--- config.mk ---
export PLATFORM = sky130hd
export DESIGN_NAME = shift_arbiter
export DESIGN_NICKNAME = d
export VERILOG_FILES = /design/src/rtl/shift_pkg.sv /design/src/rtl/shift_arbiter_barrel.sv /design/src/rtl/shift_arbiter.sv
export SDC_FILE = /design/constraint.sdc
export NUM_CORES = 1
export LEC_CHECK = 0
export CORE_ASPECT_RATIO = 0.75
export CORE_MARGIN = 4
export CORE_UTILIZATION = 40
export CTS_BUF_LIST = sky130_fd_sc_hd__clkbuf_8 sky130_fd_sc_hd__clkbuf_16
export DETAILED_ROUTE_END_ITERATION = 12
export PLACE_DENSITY_LB_ADDON = 0.08
export RECOVER_POWER = 25
export SLEW_MARGIN = 20
export SYNTH_ARGS = -nofsm -noshare
export SYNTH_HDL_FRONTEND = slang
export SYNTH_SLANG_ARGS = --single-unit
--- constraint.sdc ---
create_clock -name clk -period 5.1 [get_ports clk]
set_input_delay 0.51 -clock clk [delete_from_list [all_inputs] [get_ports clk]]
set_output_delay 0.51 -clock clk [all_outputs]
set_load 0.02 [all_outputs]
--- src/rtl/shift_pkg.sv ---
// Shared definitions for the shift arbiter: datapath widths, op encodings,
// FSM state encoding and a reserved-op helper.
package shift_pkg;

    localparam int DATA_W = 16;
    localparam int CNT_W  = 4;
    localparam int OP_W   = 3;

    typedef enum logic [OP_W-1:0] {
        OP_ROL = 3'b000,
        OP_SLL = 3'b001,
        OP_SRA = 3'b010,
        OP_SRL = 3'b011
    } shift_op_e;

    typedef enum logic {
        ST_IDLE = 1'b0,
        ST_HOLD = 1'b1
    } state_e;

    // Ops 100-111 carry no shift meaning; the operand passes through.
    function automatic logic is_reserved(input logic [OP_W-1:0] op);
        return op[OP_W-1];
    endfunction

endpackage

--- src/rtl/shift_arbiter_barrel.sv ---
// 16-bit four-stage barrel shifter. Stage k moves the data by 2**k when
// cnt[k] is set, so any count 0..15 takes exactly four mux levels.
// Unknown op codes leave the data untouched.
module shift_arbiter_barrel
    import shift_pkg::*;
(
    input  logic [DATA_W-1:0] data_in,
    input  logic [CNT_W-1:0]  cnt,
    input  logic [OP_W-1:0]   op,
    output logic [DATA_W-1:0] data_out
);

    logic [CNT_W:0][DATA_W-1:0] stage;

    assign stage[0] = data_in;

    for (genvar k = 0; k < CNT_W; k++) begin : g_stage
        localparam int S = 1 << k;
        logic [DATA_W-1:0] moved;

        // Candidate result of this stage for the selected op.
        always_comb begin
            moved = stage[k];
            case (op)
                OP_ROL:  moved = {stage[k][DATA_W-1-S:0], stage[k][DATA_W-1:DATA_W-S]};
                OP_SLL:  moved = {stage[k][DATA_W-1-S:0], {S{1'b0}}};
                OP_SRA:  moved = {{S{stage[k][DATA_W-1]}}, stage[k][DATA_W-1:S]};
                OP_SRL:  moved = {{S{1'b0}}, stage[k][DATA_W-1:S]};
                default: moved = stage[k];
            endcase
        end

        assign stage[k+1] = cnt[k] ? moved : stage[k];
    end

    assign data_out = stage[CNT_W];

endmodule

--- src/rtl/shift_arbiter.sv ---
// Two-requester shift unit: arbitrates between requesters, registers the
// winner's operands and presents the shifted result one cycle later.
//
// Handshake: a transfer happens on a rising edge where valid and ready are
// both high. On the request side req_ready is a combinational one-hot grant
// that depends on req_valid; on the response side rsp_valid never depends on
// rsp_ready, and rsp_data/rsp_id/rsp_err hold steady while rsp_valid is high
// and rsp_ready is low.
//
// Build option: define SHIFT_ARB_ROUND_ROBIN_EN for round-robin tie breaking
// (pointer flips away from each granted requester); leave it undefined for
// fixed priority with requester 0 winning ties.
module shift_arbiter
    import shift_pkg::*;
(
    input  logic              clk,
    input  logic              rst,
    input  logic [1:0]        req_valid,
    output logic [1:0]        req_ready,
    input  logic [DATA_W-1:0] req_in0,
    input  logic [DATA_W-1:0] req_in1,
    input  logic [CNT_W-1:0]  req_cnt0,
    input  logic [CNT_W-1:0]  req_cnt1,
    input  logic [OP_W-1:0]   req_op0,
    input  logic [OP_W-1:0]   req_op1,
    output logic              rsp_valid,
    input  logic              rsp_ready,
    output logic [DATA_W-1:0] rsp_data,
    output logic              rsp_id,
    output logic              rsp_err,
    output state_e            dbg_state
);

    state_e            state_q, state_d;
    logic [DATA_W-1:0] opnd_q;
    logic [CNT_W-1:0]  cnt_q;
    logic [OP_W-1:0]   op_q;
    logic              id_q;

    logic              rsp_fire;
    logic              can_accept;
    logic              accept;
    logic              grant_id;

`ifdef SHIFT_ARB_ROUND_ROBIN_EN
    logic              rr_ptr_q;

    // Round-robin pointer: after each grant the other requester is preferred.
    always_ff @(posedge clk) begin
        if (rst) begin
            rr_ptr_q <= 1'b0;
        end else if (accept) begin
            rr_ptr_q <= ~grant_id;
        end
    end

    // Ties go to the pointer's requester; a lone requester always wins.
    always_comb begin
        grant_id = (req_valid == 2'b11) ? rr_ptr_q : req_valid[1];
    end
`else
    // Fixed priority: requester 0 wins whenever it is valid.
    always_comb begin
        grant_id = ~req_valid[0];
    end
`endif

    // Accept when the holding slot is free or is being drained this cycle.
    always_comb begin
        rsp_valid  = (state_q == ST_HOLD);
        rsp_fire   = rsp_valid && rsp_ready;
        can_accept = !rst && ((state_q == ST_IDLE) || rsp_fire);
        accept     = can_accept && (|req_valid);
        req_ready  = 2'b00;
        if (accept) begin
            req_ready = grant_id ? 2'b10 : 2'b01;
        end
    end

    // Next state: a new accept keeps HOLD, a bare drain returns to IDLE.
    always_comb begin
        state_d = state_q;
        if (accept) begin
            state_d = ST_HOLD;
        end else if (rsp_fire) begin
            state_d = ST_IDLE;
        end
    end

    // FSM state register.
    always_ff @(posedge clk) begin
        if (rst) begin
            state_q <= ST_IDLE;
        end else begin
            state_q <= state_d;
        end
    end

    // Operand registers load only on accept, so they stay put under backpressure.
    always_ff @(posedge clk) begin
        if (rst) begin
            opnd_q <= '0;
            cnt_q  <= '0;
            op_q   <= '0;
            id_q   <= 1'b0;
        end else if (accept) begin
            opnd_q <= grant_id ? req_in1  : req_in0;
            cnt_q  <= grant_id ? req_cnt1 : req_cnt0;
            op_q   <= grant_id ? req_op1  : req_op0;
            id_q   <= grant_id;
        end
    end

    shift_arbiter_barrel u_barrel (
        .data_in  (opnd_q),
        .cnt      (cnt_q),
        .op       (op_q),
        .data_out (rsp_data)
    );

    // Response sidebands come straight from the held registers.
    always_comb begin
        rsp_id    = id_q;
        rsp_err   = is_reserved(op_q);
        dbg_state = state_q;
    end

endmodule

[After elaboration in Yosys (flattened, before gate mapping)]
Index checks and enable logic that the tools add are counted.
Word-level totals
  bits in registers: 25
  memories: 0
  bits in writable memories: 0
  logic and storage cells: 33
  bits in latches: 0
  ROM bits: 0
  output and inout port bits: 22
  bits of input ports: 51
Operators by class
  equal/unequal tests: 3
  muxes and demuxes: 15
  bitwise operators: 2
  reduce and logical (&&, ||, !) cells: 8
  order comparisons: 0
  divide/modulo/power cells: 0
  shift-type cells: 0
  add/subtract/negate cells: 0
  $mul: 0
Operator list (count)
  $pmux 16 s4: 4
  $mux 16: 5
  $eq 3x2->1 const B: 2
  $mux 2: 2
  $mux 4: 1
  $eq 3x1->1 const B: 1
  $logic_and 1x1->1: 3
  $logic_not 3->1: 1
  $mux 3: 1
  $mux 1: 2
  $not 1->1: 2
  $reduce_bool 2->1: 1
  $reduce_or 2->1: 1
  $logic_not 1->1: 1
  $logic_or 1x1->1: 1

[Depth between registers and ports, before layout]
Gate-level depths: netlist of the first run.
  depth after elaboration: 9
  mapped depth: 9
  mapped depth without buffers: 6

[Cells and area by module]
Synthesis of the first run repeated with hierarchy kept, for this count alone.
Second synthesis, totals
  cell total of the unflattened synthesis: 358
  area total of the unflattened synthesis: 2892.8 um^2
Modules (own cells, without submodules)
  shift_arbiter_barrel: area an instance 1665.3 um^2, seq. area each 0.0 um^2, cells an instance 236, instances 1
  shift_arbiter: area an instance 1227.4 um^2, seq. area each 500.5 um^2, cells an instance 122, instances 1

[Worst setup path after synthesis of the first run]
Ideal clock, no wire load.
  kind: reg-to-output
  from: register op_q[2]
  to: output rsp_data[11]
  path buffers: 2
  arrival time: 1.941 ns
  path slack: 2.649 ns
  data required time: 4.590 ns
  stages on the path, launching flop included: 9
  path through: dfxtp_1 nand2b_1 clkbuf_2 buf_2 o21ai_0 a21o_1 a21oi_1 a211oi_1 nor3_1
On the way
  cells in the longest elaborated chain, start to end: 9
  elaborated cells between the ends (all ways): 12
  classes of those cells: 3 x eq/ne; 8 x mux; 1 x reduce/logical
Ends and longest elaborated chain
  start: declaration: line shift_arbiter.sv:37  | logic [OP_W-1:0] op_q;
  start signal: assignment: line shift_arbiter.sv:109  | op_q <= grant_id ? req_op1 : req_op0;
  $eq 3x2->1, or another cell as far along: line shift_arbiter_barrel.sv:24  | case (op)
  $pmux 16 s4: line shift_arbiter_barrel.sv:24
  $mux 16: line shift_arbiter_barrel.sv:33  | assign stage[k+1] = cnt[k] ? moved : stage[k];
  $pmux 16 s4: line shift_arbiter_barrel.sv:24
  $mux 16: line shift_arbiter_barrel.sv:33
  $pmux 16 s4: line shift_arbiter_barrel.sv:24
  $mux 16: line shift_arbiter_barrel.sv:33
  $pmux 16 s4: line shift_arbiter_barrel.sv:24
  $mux 16 *: line shift_arbiter_barrel.sv:33
  end: declaration: line shift_arbiter.sv:28  | output logic [DATA_W-1:0] rsp_data,
Every way passes the cells marked *; elsewhere a longest branch is shown, timed or not.

[Worst setup path after layout of the first run]
  from: input req_valid[0]
  to: output req_ready[0]
On the way
  cells in the longest elaborated chain, start to end: 3
  elaborated cells between the ends (all ways): 4
  classes of those cells: 2 x mux; 2 x reduce/logical
Ends and longest elaborated chain
  start: declaration: line shift_arbiter.sv:18  | input logic [1:0] req_valid,
  $reduce_or 2->1: line shift_arbiter.sv:73  | accept = can_accept && (|req_valid);
  $logic_and 1x1->1: line shift_arbiter.sv:73
  $mux 2 *: line shift_arbiter.sv:75  | if (accept) begin
  end: declaration: line shift_arbiter.sv:19  | output logic [1:0] req_ready,
Marked as above.

==> out/metrics.csv, run 1 <==
metric,value,unit
status,finished with violations,
failing checks,"capacitance limit, slew limit",
fraction of registers with async set or reset after synthesis,0,
I/O pins,73,
post-cts sizing count,0,
WHS Endpoint,rsp_id,
"Slew Viols, Final",28,
CTS tree,built,
CTS root buf,clkbuf_8,
Startpoint Class,primary input,
Reg2Reg Capture Point,rsp_id,
minimum clock period after layout,4.38,ns
Die Y,83.2,µm
Routed Antenna Nets,0,
worst hold-check path type,reg -> reg,
Cells after Synth,414,
Mapped Nets,465,
Die Footprint,9020,µm²
row cnt,27,
Final Skew,0.00843,ns
hold violation count in the final report,0,
FF-to-FF path depth,5,
Netlist cell types,66,
"EDFF count, synth",0,
Routability Congestion,0.938,
RR Startpoint,dbg_state,
CP Capture Type,output pin,
share of cells above drive strength 1,0.0778,
fmax,228,MHz
"Avg Cell Area, Syn",7.29,µm²
dominant cell type by area after synthesis,dfxtp_1,
design area,3720,µm²
nets,502,
placed inst area,3680,µm²
"commonest non-fill, non-tap cells in the layout","68 x clkdlybuf4s50_1, 47 x nor2_1, 40 x nand2_1, 37 x mux2i_1, 32 x a211oi_1",
area grow syn2layout,23.4,%
final wirelength,10100,µm
Peak VDD IR,0.118,mV
clock share of power,0.145,
Core Area,7330,µm²
register area share after synthesis,0.166,
"Clk Latency, worst-skew pair",0.28,ns
Int Power,0.474,mW
Worst-path clk slew,0.08,ns
Total Neg Setup Slack,0,ns
TritonCTS Buffers,3,
Final Non-Filler Cells,551,
Net Sw Frac,0.429,
Crit Path Class,in -> out,
hold path cells,2,
Synth Register Bits,25,
vias in the first global route,3139,
WHS,0.493,ns
starting density of the core,0.412,
P_sw,0.357,mW
Max Fanout on Critical Path,48,
Via Count,3483,
clk buf depth,2,
r2r setup slk,3.72,ns
HPWL Detailed,7610,µm
"commonest non-fill, non-tap cell in the layout",clkdlybuf4s50_1,
CTS H-Tree Depth,1,
Logic pwr share,0.537,
final period utilization,0.859,
pwr dens,223,nW/µm²
Least-Margin Pin Slew,1.67,ns
drt initial violations,270,
Worst Path Arrival,3.87,ns
setup violators final,0,
RSZ-0062 raised after global routing,no,
maxcap violations,1,
postcts setup bufs,0,
hold_buf cts,0,
Num Clock Sinks,25,
worst endpoint required time,4.59,ns
Pleak,1.34,nW
Hold Startpoint,rsp_id,
port bufs,72,
synthesized area,3020,µm²
wire per inst,18.4,µm
Area contributors post-synth,"dfxtp_1 17%, mux2i_1 12%, a211oi_1 8.0%, nor2_1 5.8%, nand2_1 5.0%",
vias per cell,6.32,
Reg power frac,0.318,
Die X,108,µm
wire length of the first global-routing pass,16600,µm
antenna violations before repair,0,
Placed Cells,547,
Overflow after GRT,0,
total power,0.831,mW
top_reg_cell synth,dfxtp_1,
Synth Warn #,0,
largest net degree at the start of global routing,49,
Slew HR,-0.114,
drt drc,0,
post-synth top area share,0.166,
First-pass DRT Iterations,7,
gr usage total,0.225,
# diodes,0,
-- worst max-delay path, cell delays in order --
cell and delay, ns:
dlygate4sd3_1 0.52, clkbuf_1 1.21, nor2_1 0.18, nor3_2 0.21
buf_4 0.41, and2_1 0.21, clkdlybuf4s50_1 0.62
-- final cells by class --
type / count / area [µm²]
clock buffer: 3 / 41.3
multi-input combinational: 340 / 2280
fill: 756 / 3610
inverter: 3 / 11.3
sequential: 25 / 502
clock inverter: 1 / 5.00
tap: 101 / 126
timing repair buffer: 78 / 762
-- synthesized netlist by cell type, types with 4 or more instances --
master	count
a211o_1	6
a211oi_1	32
a21o_1	4
a21oi_1	23
a221oi_1	6
and2_1	8
buf_2	15
buf_4	5
clkbuf_1	19
dfxtp_1	25
mux2_2	7
mux2i_1	37
nand2_1	40
nand2b_1	8
nand3_1	9
nor2_1	47
nor2b_1	8
nor3_1	6
o211ai_1	5
o21ai_0	21
o21ai_1	6
o22ai_1	9
o32ai_1	4
-- per-stage QoR --
step                utilization  setup WS [ns]
floorplan                     -           2.65
global placement          0.502           1.51
detailed placement        0.502           1.53
CTS                       0.509           1.20
global route              0.508          0.466
finish                    0.508          0.717
-- registers in the layout, summed over array words and instances (netlist names) --
name / flops
cnt_q: 4
dbg_state: 1
op_q: 3
opnd_q: 16
rsp_id: 1
-- worst max path at each step --
stage | start | endpoint | cells after the start | slack, ns
floorplan | op_q[2] | rsp_data[11] | 8 | 2.65
global placement | op_q[1] | rsp_data[13] | 8 | 1.51
detailed placement | cnt_q[0] | rsp_data[11] | 7 | 1.53
CTS | cnt_q[0] | rsp_data[11] | 7 | 1.20
global route | req_valid[0] | req_ready[0] | 7 | 0.47
finish | req_valid[0] | req_ready[0] | 7 | 0.72
-- power by group through the flow --
stage / Combinational (mW) / Clock, mW / Sequential, mW
final: 0.447 / 0.120 / 0.265
after floorplan: 0.314 / 0 / 0.232
after global routing: 0.484 / 0.130 / 0.268
after global placement: 0.444 / 0 / 0.266
after detailed placement: 0.441 / 0 / 0.266
after CTS: 0.443 / 0.122 / 0.262
-- cell families (layout without fill, tap and decap cells) --
| logic type | count (synthesis) | in the layout | share of synthesized area |
|---|---|---|---|
| buffers and inverters | 49 | 85 | 0.0816 |
| muxes | 50 | 50 | 0.185 |
| and+or+nand+nor | 141 | 141 | 0.220 |
| DFF | 25 | 25 | 0.166 |
| AOI/OAI and AO/OA | 149 | 149 | 0.347 |
-- metal layers --
layer,global-route usage,vias up,part of all wire,wire length [µm]
met4,0.0333,0,0.014,146
met2,0.338,182,0.44,4480
met5,0,-,0,0
met1,0.339,1648,0.44,4450
li1,-,1631,-,-
met3,0.0420,22,0.10,1040
(Power assumes the default switching activity.)
==> run 2: changes to the inputs <==
Clock period 5.1 ns to 3.99 ns, I/O delays scaled along.
==> run 2 against run 1 <==
  * The run still ends with capacitance limit, slew limit left
  * Critical path depth up 1
  * Via count fell by 1.3%
  * Non-clock buffer count is 11 higher
  * Global-route usage grew 1.2 points
  * Worst hold slack improved by 0.0019 ns
==> out/metrics.csv, run 2 (synthesized netlist as in run 1, its figures left out) <==
metric,value,unit,change
status,finished with violations,,unchanged
failing checks,"capacitance limit, slew limit",,unchanged
CP Capture Type,output pin,,unchanged
placed inst area,3760,µm²,was 3680 µm²
minimum clock period after layout,3.48,ns,
area grow syn2layout,26.1,%,was 23.4%
postcts setup bufs,0,,unchanged
Least-Margin Pin Slew,1.80,ns,was 1.67 ns
Overflow after GRT,0,,unchanged
wire per inst,19.1,µm,was 18.4 µm
max reg flops,16,,unchanged
Placed Cells,558,,was 547
Total Neg Setup Slack,0,ns,unchanged
wire length of the first global-routing pass,17400,µm,"was 16,600 µm"
Routed Antenna Nets,0,,unchanged
clk buf depth,2,,unchanged
Routability Congestion,0.972,,was 0.938
pwr dens,286,nW/µm²,was 223 nW/µm²
Slew HR,-0.199,,was -0.114
Max Fanout on Critical Path,19,,was 48
Startpoint Class,flop,,was primary input
share of cells above drive strength 1,0.0976,,was 0.0778
Regs by FF count,"opnd_q (16), cnt_q (4), op_q (3)",,unchanged
r2r setup slk,1.53,ns,was 3.72 ns
Core Area,7330,µm²,unchanged
post-cts sizing count,0,,unchanged
hold violation count in the final report,0,,unchanged
"Slew Viols, Final",48,,was 28
"commonest non-fill, non-tap cell in the layout",clkdlybuf4s50_1,,unchanged
RR Startpoint,dbg_state,,unchanged
FF/Latch Area,502,µm²,unchanged
First-pass DRT Iterations,5,,was 7
row cnt,27,,unchanged
CTS root buf,clkbuf_8,,unchanged
FF-to-FF path depth,5,,unchanged
Crit Path Class,reg -> out,,was in -> out
total power,1.09,mW,was 0.831 mW
fmax,287,MHz,
worst hold-check path type,reg -> reg,,unchanged
hold_buf cts,0,,unchanged
vias in the first global route,3250,,"was 3,139"
gr usage total,0.237,,was 0.225
CP startpoint,op_q[2],,was req_valid[0]
Multi-input gate area,2270,µm²,was 2280 µm²
Peak VDD IR,0.144,mV,was 0.118 mV
CTS tree,built,,unchanged
final period utilization,0.873,,
CTS H-Tree Depth,1,,unchanged
TritonCTS Buffers,3,,unchanged
largest net degree at the start of global routing,48,,was 49
Final Util,0.519,,was 0.508
Pleak,1.40,nW,was 1.34 nW
antenna violations before repair,0,,unchanged
final wirelength,10700,µm,"was 10,100 µm"
Die Y,83.2,µm,unchanged
end point of the critical path,rsp_data[9],,was req_ready[0]
Fillers,751,,was 756
drt initial violations,272,,was 270
Final Skew,0.0137,ns,was 0.00843 ns
design area,3810,µm²,was 3720 µm²
final worst slack,0.506,ns,was 0.717 ns
Via Count,3436,,"was 3,483"
WHS,0.495,ns,was 0.493 ns
Worst Path Arrival,3.08,ns,was 3.87 ns
Final Non-Filler Cells,562,,was 551
RSZ-0062 raised after global routing,no,,unchanged
register name with the most flops,opnd_q,,unchanged
"Clk Latency, worst-skew pair",0.28,ns,about the same
port bufs,72,,unchanged
"commonest non-fill, non-tap cells in the layout","67 x clkdlybuf4s50_1, 47 x nor2_1, 40 x nand2_1, 37 x mux2i_1, 32 x a211oi_1",,"was 68 x clkdlybuf4s50_1, 47 x nor2_1, 40 x nand2_1, 37 x mux2i_1, 32 x a211oi_1"
setup violators final,0,,unchanged
vias per cell,6.11,,was 6.32
Setup WS pre-CTS,0.849,ns,was 1.53 ns
starting density of the core,0.412,,unchanged
Reg2Reg Capture Point,cnt_q[0],,was rsp_id
Die Footprint,9020,µm²,unchanged
I/O pins,73,,unchanged
worst endpoint required time,3.59,ns,was 4.59 ns
Worst-path clk slew,0.10,ns,was 0.08 ns
nets,513,,was 502
Num Clock Sinks,25,,unchanged
drt drc,0,,unchanged
# diodes,0,,unchanged
HPWL Detailed,8170,µm,was 7610 µm
maxcap violations,1,,unchanged
Die X,108,µm,unchanged
[run 2: worst max-delay path: stages, from the launching register on]
cell             delay, ns
dfxtp_1               0.44
buf_4                 0.24
nand2b_1              0.30
buf_4                 0.29
o21ai_0               0.12
o22ai_1               0.40
a32oi_1               0.18
a22oi_1               0.21
clkdlybuf4s50_1       0.63
[run 2: layout make-up]
cell class / instances / share of cell area
Inverter: 3 / 0.00296
Multi-Input combinational cell: 340 / 0.597
Timing Repair Buffer: 89 / 0.222
Clock inverter: 1 / 0.00230
Tap cell: 101 / 0.0332
Sequential cell: 25 / 0.132
Clock buffer: 3 / 0.0108
[run 2: layer usage]
| layer | up-vias | global-route usage | share of wire |
|---|---|---|---|
| met5 | - | 0 | 0 |
| met4 | 0 | 0.0493 | 0.012 |
| met3 | 14 | 0.0404 | 0.087 |
| met2 | 158 | 0.344 | 0.43 |
| met1 | 1609 | 0.364 | 0.47 |
| li1 | 1655 | - | - |
[run 2: power breakdown]
part	switching, mW	internal (mW)	total, mW
clock network	0.0872	0.0733	0.160
registers	0.0520	0.271	0.323
logic	0.330	0.276	0.606
total	0.469	0.620	1.09
[run 2: how the worst min path moves through the flow]
| stage | end | slack [ns] | depth (start not counted) | from |
|---|---|---|---|---|
| CTS | rsp_id | 0.50 | 2 | rsp_id |
| finish | rsp_id | 0.49 | 2 | rsp_id |
| floorplan | cnt_q[3] | 0.51 | 2 | cnt_q[3] |
| global placement | rsp_id | 0.48 | 2 | rsp_id |
| detailed placement | rsp_id | 0.49 | 2 | rsp_id |
| global route | rsp_id | 0.52 | 2 | rsp_id |
